**src/rtl/bch_dec_scheduler_if.sv**
```systemverilog
// Request / decoder / result bundle for bch_dec_scheduler.
// slave  : the scheduler side (requests in, decoder stream out, results out).
// master : the environment side (requesters, decoder core, result consumer).
interface bch_dec_scheduler_if #(
  parameter int unsigned NUM_CH = 2,
  parameter int unsigned CH_W   = 1
);
  logic [NUM_CH-1:0]    req_valid;
  logic [NUM_CH-1:0]    req_ready;
  logic [24*NUM_CH-1:0] req_syndrome;
  logic                 dec_in_valid;
  logic [3:0]           dec_in_syndrome;
  logic                 dec_out_valid;
  logic [3:0]           dec_out_location;
  logic                 res_valid;
  logic                 res_ready;
  logic [CH_W-1:0]      res_ch;
  logic [11:0]          res_location;
  logic                 res_err;
  logic                 busy;

  modport slave (
    input  req_valid, req_syndrome, dec_out_valid, dec_out_location, res_ready,
    output req_ready, dec_in_valid, dec_in_syndrome, res_valid, res_ch,
           res_location, res_err, busy
  );

  modport master (
    output req_valid, req_syndrome, dec_out_valid, dec_out_location, res_ready,
    input  req_ready, dec_in_valid, dec_in_syndrome, res_valid, res_ch,
           res_location, res_err, busy
  );
endinterface

```
**src/rtl/bch_dec_scheduler.sv**
```systemverilog
// Round-robin scheduler sharing one BCH syndrome decoder among NUM_CH requesters.
// Ports: clk, rst (sync, active-high), bus (bch_dec_scheduler_if.slave):
//   req_*  per-channel 6-syndrome frame handshake
//   dec_*  serial syndrome stream to / location burst from the decoder
//   res_*  packed 3-location result with channel id and abort flag; busy
module bch_dec_scheduler #(
  parameter int unsigned NUM_CH  = 2,
  parameter int unsigned CH_W    = 1,
  parameter int unsigned TIMEOUT = 64
) (
  input  logic               clk,
  input  logic               rst,
  bch_dec_scheduler_if.slave bus
);
  typedef enum logic [2:0] {IDLE, SEND, WAIT, COLLECT, RESP} state_t;

  localparam logic [8:0]    TMO_LIM  = 9'(TIMEOUT);
  localparam logic [CH_W:0] NUM_CH_X = (CH_W+1)'(NUM_CH);

  state_t          state_q, state_d;
  logic [CH_W-1:0] rr_q, rr_d;
  logic [CH_W-1:0] ch_q, ch_d;
  logic [23:0]     frame_q, frame_d;
  logic [2:0]      idx_q, idx_d;
  logic [7:0]      tmo_q, tmo_d;
  logic [11:0]     loc_q, loc_d;
  logic            err_q, err_d;

  logic [NUM_CH-1:0] req_rot;
  logic              grant_found;
  logic [CH_W:0]     grant_off;
  logic [CH_W:0]     grant_sum;
  logic [CH_W-1:0]   grant_ch;
  logic [CH_W:0]     rr_sum;
  logic [CH_W-1:0]   rr_next;
  logic [23:0]       frame_sel;
  logic [8:0]        tmo_inc;

  // Arbiter: rotate requests so the rr pointer sits at bit 0, take the
  // lowest set bit, then rotate the winner's offset back to a channel id.
  always_comb begin
    req_rot     = NUM_CH'({bus.req_valid, bus.req_valid} >> rr_q);
    grant_found = 1'b0;
    grant_off   = '0;
    for (int unsigned i = 0; i < NUM_CH; i++) begin
      if (!grant_found && req_rot[i]) begin
        grant_found = 1'b1;
        grant_off   = (CH_W+1)'(i);
      end
    end
    grant_sum = {1'b0, rr_q} + grant_off;
    grant_ch  = (grant_sum >= NUM_CH_X) ? CH_W'(grant_sum - NUM_CH_X) : CH_W'(grant_sum);
    rr_sum    = {1'b0, grant_ch} + (CH_W+1)'(1);
    rr_next   = (rr_sum == NUM_CH_X) ? '0 : CH_W'(rr_sum);
    frame_sel = '0;
    for (int unsigned i = 0; i < NUM_CH; i++) begin
      if (grant_ch == CH_W'(i)) frame_sel = bus.req_syndrome[24*i +: 24];
    end
  end

  always_comb begin
    state_d = state_q;
    rr_d    = rr_q;
    ch_d    = ch_q;
    frame_d = frame_q;
    idx_d   = idx_q;
    tmo_d   = tmo_q;
    loc_d   = loc_q;
    err_d   = err_q;
    tmo_inc = {1'b0, tmo_q} + 9'd1;
    case (state_q)
      IDLE: begin
        if (grant_found) begin
          frame_d = frame_sel;
          ch_d    = grant_ch;
          rr_d    = rr_next;
          idx_d   = '0;
          err_d   = 1'b0;
          // Slots start as "no location" so a truncated burst needs no fill.
          loc_d   = '1;
          state_d = SEND;
        end
      end
      SEND: begin
        // Frame is shifted out nibble 0 first; output taps frame_q[3:0].
        frame_d = {4'h0, frame_q[23:4]};
        idx_d   = idx_q + 3'd1;
        if (idx_q == 3'd5) begin
          idx_d   = '0;
          state_d = WAIT;
        end
      end
      WAIT: begin
        tmo_d = tmo_inc[7:0];
        if (bus.dec_out_valid) begin
          loc_d[3:0] = bus.dec_out_location;
          idx_d      = 3'd1;
          state_d    = COLLECT;
        end else if (tmo_inc == TMO_LIM) begin
          loc_d   = '1;
          err_d   = 1'b1;
          state_d = RESP;
        end
      end
      COLLECT: begin
        if (bus.dec_out_valid) begin
          if (idx_q == 3'd1) begin
            loc_d[7:4] = bus.dec_out_location;
            idx_d      = 3'd2;
          end else begin
            loc_d[11:8] = bus.dec_out_location;
            state_d     = RESP;
          end
        end else begin
          err_d   = 1'b1;
          state_d = RESP;
        end
      end
      RESP: begin
        if (bus.res_ready) begin
          tmo_d   = '0;
          state_d = IDLE;
        end
      end
      default: state_d = IDLE;
    endcase
  end

  always_ff @(posedge clk) begin
    if (rst) begin
      state_q <= IDLE;
      rr_q    <= '0;
      ch_q    <= '0;
      frame_q <= '0;
      idx_q   <= '0;
      tmo_q   <= '0;
      loc_q   <= '0;
      err_q   <= 1'b0;
    end else begin
      state_q <= state_d;
      rr_q    <= rr_d;
      ch_q    <= ch_d;
      frame_q <= frame_d;
      idx_q   <= idx_d;
      tmo_q   <= tmo_d;
      loc_q   <= loc_d;
      err_q   <= err_d;
    end
  end

  assign bus.req_ready       = (state_q == IDLE && grant_found) ? (NUM_CH'(1) << grant_ch) : '0;
  assign bus.dec_in_valid    = (state_q == SEND);
  assign bus.dec_in_syndrome = (state_q == SEND) ? frame_q[3:0] : '0;
  assign bus.res_valid       = (state_q == RESP);
  assign bus.res_ch          = (state_q == RESP) ? ch_q : '0;
  assign bus.res_location    = (state_q == RESP) ? loc_q : '0;
  assign bus.res_err         = (state_q == RESP) ? err_q : 1'b0;
  assign bus.busy            = (state_q != IDLE);
endmodule

```
**src/flat_wrapper.sv**
```systemverilog
// flat-port wrapper written by rule: the top's interface ports become plain ports
module bch_dec_scheduler_flat 
#(
  parameter int unsigned NUM_CH  = 2,
  parameter int unsigned CH_W    = 1,
  parameter int unsigned TIMEOUT = 64
)
  (clk, rst, bus_req_valid, bus_req_syndrome, bus_dec_out_valid, bus_dec_out_location, bus_res_ready, bus_req_ready, bus_dec_in_valid, bus_dec_in_syndrome, bus_res_valid, bus_res_ch, bus_res_location, bus_res_err, bus_busy);
  bch_dec_scheduler_if #(.NUM_CH(NUM_CH), .CH_W(CH_W)) bus_i ();
  input  logic clk;
  input  logic rst;
  input wire logic [$bits(bus_i.req_valid)-1:0] bus_req_valid;
  input wire logic [$bits(bus_i.req_syndrome)-1:0] bus_req_syndrome;
  input wire logic [$bits(bus_i.dec_out_valid)-1:0] bus_dec_out_valid;
  input wire logic [$bits(bus_i.dec_out_location)-1:0] bus_dec_out_location;
  input wire logic [$bits(bus_i.res_ready)-1:0] bus_res_ready;
  output wire logic [$bits(bus_i.req_ready)-1:0] bus_req_ready;
  output wire logic [$bits(bus_i.dec_in_valid)-1:0] bus_dec_in_valid;
  output wire logic [$bits(bus_i.dec_in_syndrome)-1:0] bus_dec_in_syndrome;
  output wire logic [$bits(bus_i.res_valid)-1:0] bus_res_valid;
  output wire logic [$bits(bus_i.res_ch)-1:0] bus_res_ch;
  output wire logic [$bits(bus_i.res_location)-1:0] bus_res_location;
  output wire logic [$bits(bus_i.res_err)-1:0] bus_res_err;
  output wire logic [$bits(bus_i.busy)-1:0] bus_busy;
  assign bus_i.req_valid = bus_req_valid;
  assign bus_i.req_syndrome = bus_req_syndrome;
  assign bus_i.dec_out_valid = bus_dec_out_valid;
  assign bus_i.dec_out_location = bus_dec_out_location;
  assign bus_i.res_ready = bus_res_ready;
  assign bus_req_ready = bus_i.req_ready;
  assign bus_dec_in_valid = bus_i.dec_in_valid;
  assign bus_dec_in_syndrome = bus_i.dec_in_syndrome;
  assign bus_res_valid = bus_i.res_valid;
  assign bus_res_ch = bus_i.res_ch;
  assign bus_res_location = bus_i.res_location;
  assign bus_res_err = bus_i.res_err;
  assign bus_busy = bus_i.busy;
  bch_dec_scheduler #(.NUM_CH(NUM_CH), .CH_W(CH_W), .TIMEOUT(TIMEOUT)) u_core (.clk(clk), .rst(rst), .bus(bus_i));
endmodule
```
**config.mk**
```make
export PLATFORM = sky130hd
export DESIGN_NAME = bch_dec_scheduler_flat
export DESIGN_NICKNAME = d
export VERILOG_FILES = /design/src/rtl/bch_dec_scheduler_if.sv /design/src/rtl/bch_dec_scheduler.sv /design/src/flat_wrapper.sv
export SDC_FILE = /design/constraint.sdc
export NUM_CORES = 1
export LEC_CHECK = 0
export BUFFER_PORTS_ARGS = -buffer_cell sky130_fd_sc_hd__buf_2
export CAP_MARGIN = 10
export CORE_ASPECT_RATIO = 1.1
export CORE_MARGIN = 2
export CORE_UTILIZATION = 56
export DETAILED_ROUTE_END_ITERATION = 8
export HOLD_SLACK_MARGIN = 0.08
export PLACE_DENSITY = 0.85
export SLEW_MARGIN = 0
export SYNTH_ARGS = -nofsm -noshare
export SYNTH_HDL_FRONTEND = slang
export SYNTH_SLANG_ARGS = --single-unit
```
**constraint.sdc**
```tcl
create_clock -name clk -period 4.4 [get_ports clk]
set_input_delay 0.66 -clock clk [delete_from_list [all_inputs] [get_ports clk]]
set_output_delay 0.66 -clock clk [all_outputs]
set_load 0.03 [all_outputs]
```
==> metrics.txt <==
largest net degree at the start of global routing 54; IO Pins 81; CTS buffer count 5; Worst EP arrival 2.10 ns; # DRC 0; RSZ-0062 raised after global routing no; r2r endpoint u_core.tmo_q[2]; WS Path Type reg -> out; period utilization 62.6%; total setup buffers inserted after CTS 0; hold buffer count at cts 0; Pre-antenna DRT Iters 7; Netlist Area Pre-Place 2810 sq um; First DRT Iteration DRCs 377; relative slew slack 38.9%; Die Wd 71.6 um; asr flop ratio synth 0%; min-delay src u_core.loc_q[6]; crit end category output pin; Synth Flop Type dfxtp_1; fin nets 465; synthesized area per cell 8.20 sq um; flops & latches, synth 53; Num Clock Sinks 53; VDD IR max 0.273 mV; # fillers 394; power per cell area 526 nW/um^2; synthesis-to-finish area growth 16.0%; most frequent cell after synthesis a21oi_1; routability cong. 0.892; worst skew pair latency 0.31 ns; top-area cell type share of the netlist area 37.7%; Min-Delay Endpoint u_core.loc_q[6]; Post-synth EDFFs 0; Ys Warns 0; Startpoint Class flop; clock tree buffer depth 2; share of cells above drive strength 1 26.3%; clock tree from TritonCTS yes; HP Class reg -> reg; Yosys top cell by area dfxtp_1; hpwl dp 4760 um; CP max FO 18; Commonest cells post-synth a21oi_1, dfxtp_1, nor2_1, nand2_1, a222oi_1; CTS resizes 0; CTS root buf clkbuf_8; status complete, no violations; Via Count 2,838; final WL 6850 um; Final ANT Viol Nets 0; first-pass GRT wire length 11,500 um; Die Ht 78.3 um; Worst EP required 3.74 ns; FF-to-FF path depth 5; register area share after synthesis 37.7%; vias in the first global route 2,604; Routed WL per cell 14.7 um; Clock Pin Slew Worst Setup and Hold Paths 0.09 ns; hold path depth 2; final setup fails 0; setup_tns 0 ns; Initial Util 57.0%; highest achievable clock rate 363 MHz; Clock Skew 0.00889 ns; GRT overflow 0; CTS H-tree depth 2; Synth cell types 55; post-DR vias/cell 6.10; Core Area 4930 sq um; Syn Nets 402; initial antenna violation count 0; final hold vios 0; Lkg Pwr 0.00146 uW; total power 1710 uW; Rows 27; reg2reg setup slack 2.00 ns; min cycle time layout 2.76 ns; cell count after synthesis 343; worst-margin pin slew 0.914 ns; Ant. Diodes 0; Crit Reg-Reg Startpoint u_core.state_q[2]; Overall Global Routing Usage 25.1%; I/O Buffers 80; final slew viol count 0; die footprint 5600 sq um; max cap viols 0; top post-synthesis cells by area dfxtp_1, a21oi_1, a222oi_1, nor2_1, nand2_1
cell families after synthesis:
kind of cell | after synthesis | share of synthesized area (%)
simple gates | 116 | 22.3
xor+xnor | 1 | 0.312
fa+ha+maj | 1 | 0.445
compound gates | 122 | 30.9
mux | 1 | 0.356
buf+inv | 49 | 7.92
flops | 53 | 37.7
placed cells by master, fill, tap and decap left out, types with 2 or more instances in the layout:
| cell | synthesis | routed |
|---|---|---|
| o21ai_2 | 2 | 2 |
| nor4_1 | 2 | 2 |
| a222oi_1 | 24 | 24 |
| nand4_1 | 3 | 3 |
| dfxtp_1 | 53 | 53 |
| inv_1 | 21 | 21 |
| a22oi_1 | 2 | 2 |
| nand2_1 | 28 | 28 |
| buf_2 | 10 | 80 |
| and2_1 | 6 | 6 |
| o21ai_0 | 6 | 6 |
| a211oi_1 | 7 | 7 |
| nor2b_1 | 3 | 3 |
| nor3_1 | 2 | 2 |
| nand3b_1 | 2 | 2 |
| and3_1 | 14 | 14 |
| a21oi_1 | 57 | 57 |
| nor2_1 | 33 | 33 |
| nand3_1 | 5 | 5 |
| clkinv_4 | 0 | 2 |
| a21oi_2 | 3 | 3 |
| or3_1 | 3 | 3 |
| buf_4 | 3 | 4 |
| nand4b_1 | 2 | 2 |
| clkbuf_8 | 0 | 5 |
| o41ai_1 | 8 | 8 |
flip-flops by register name, summed over array words and instances (netlist names):
register / flops
u_core.frame_q: 24
u_core.loc_q: 12
u_core.tmo_q: 8
u_core.idx_q: 3
u_core.state_q: 3
u_core.ch_q: 1
u_core.err_q: 1
u_core.rr_q: 1
metal layers:
metal | global-route usage, % | up-vias | part of all wire [%]
li1 | - | 1408 | -
met1 | 32.2 | 1303 | 41
met2 | 41.0 | 116 | 50
met3 | 4.75 | 11 | 6.9
met4 | 10.8 | 0 | 2.0
met5 | 0 | - | 0
metrics by stage:
stage / hold slack [ns] / util [%] / cell area [sq um] / std cells / worst slack (ns)
detailed placement: 0.448 / 64.3 / 3170 / 457 / 1.99
floorplan: 0.426 / - / 2810 / 343 / 2.24
global route: 0.481 / 66.1 / 3260 / 465 / 1.51
CTS: 0.464 / 66.1 / 3260 / 465 / 1.65
finish: 0.464 / 66.1 / 3260 / 465 / 1.64
global placement: 0.440 / 64.3 / 3170 / 457 / 2.06
final cells by class:
class                   count  area [sq um]  share of cell area [%]
well taps                  58          72.6                    2.22
clock buffers               5          68.8                    2.11
repair buffers             84           430                    13.2
inverters                  21          78.8                    2.42
flip-flops and latches     53          1060                    32.5
multi-input cells         241          1530                    46.8
clock inverters             3          22.5                   0.690
worst max path at each step:
| stage | start | endpoint | slack (ns) | cells past startpoint |
|---|---|---|---|---|
| after CTS | u_core.state_q[0] | bus_res_valid | 1.65 | 3 |
| after global routing | u_core.state_q[2] | bus_req_ready[0] | 1.51 | 5 |
| final | u_core.state_q[0] | bus_res_valid | 1.64 | 3 |
| after global placement | u_core.state_q[2] | bus_req_ready[0] | 2.06 | 5 |
| after detailed placement | u_core.state_q[0] | bus_res_valid | 1.99 | 3 |
| after floorplan | u_core.state_q[2] | bus_dec_in_syndrome[0] | 2.24 | 4 |
report_power, final:
| part | total, uW | leakage (uW) | internal [uW] | switching (uW) |
|---|---|---|---|---|
| clock | 280 | 0.0000481 | 113 | 167 |
| combinational | 716 | 0.000971 | 269 | 447 |
| sequential | 719 | 0.000437 | 607 | 112 |
critical path, cell delays in order, from the launching register on:
cell	delay, ns
dfxtp_1	0.48
nor2_1	0.78
and2_1	0.31
buf_2	0.22
Power figures use the tool's default switching activity.
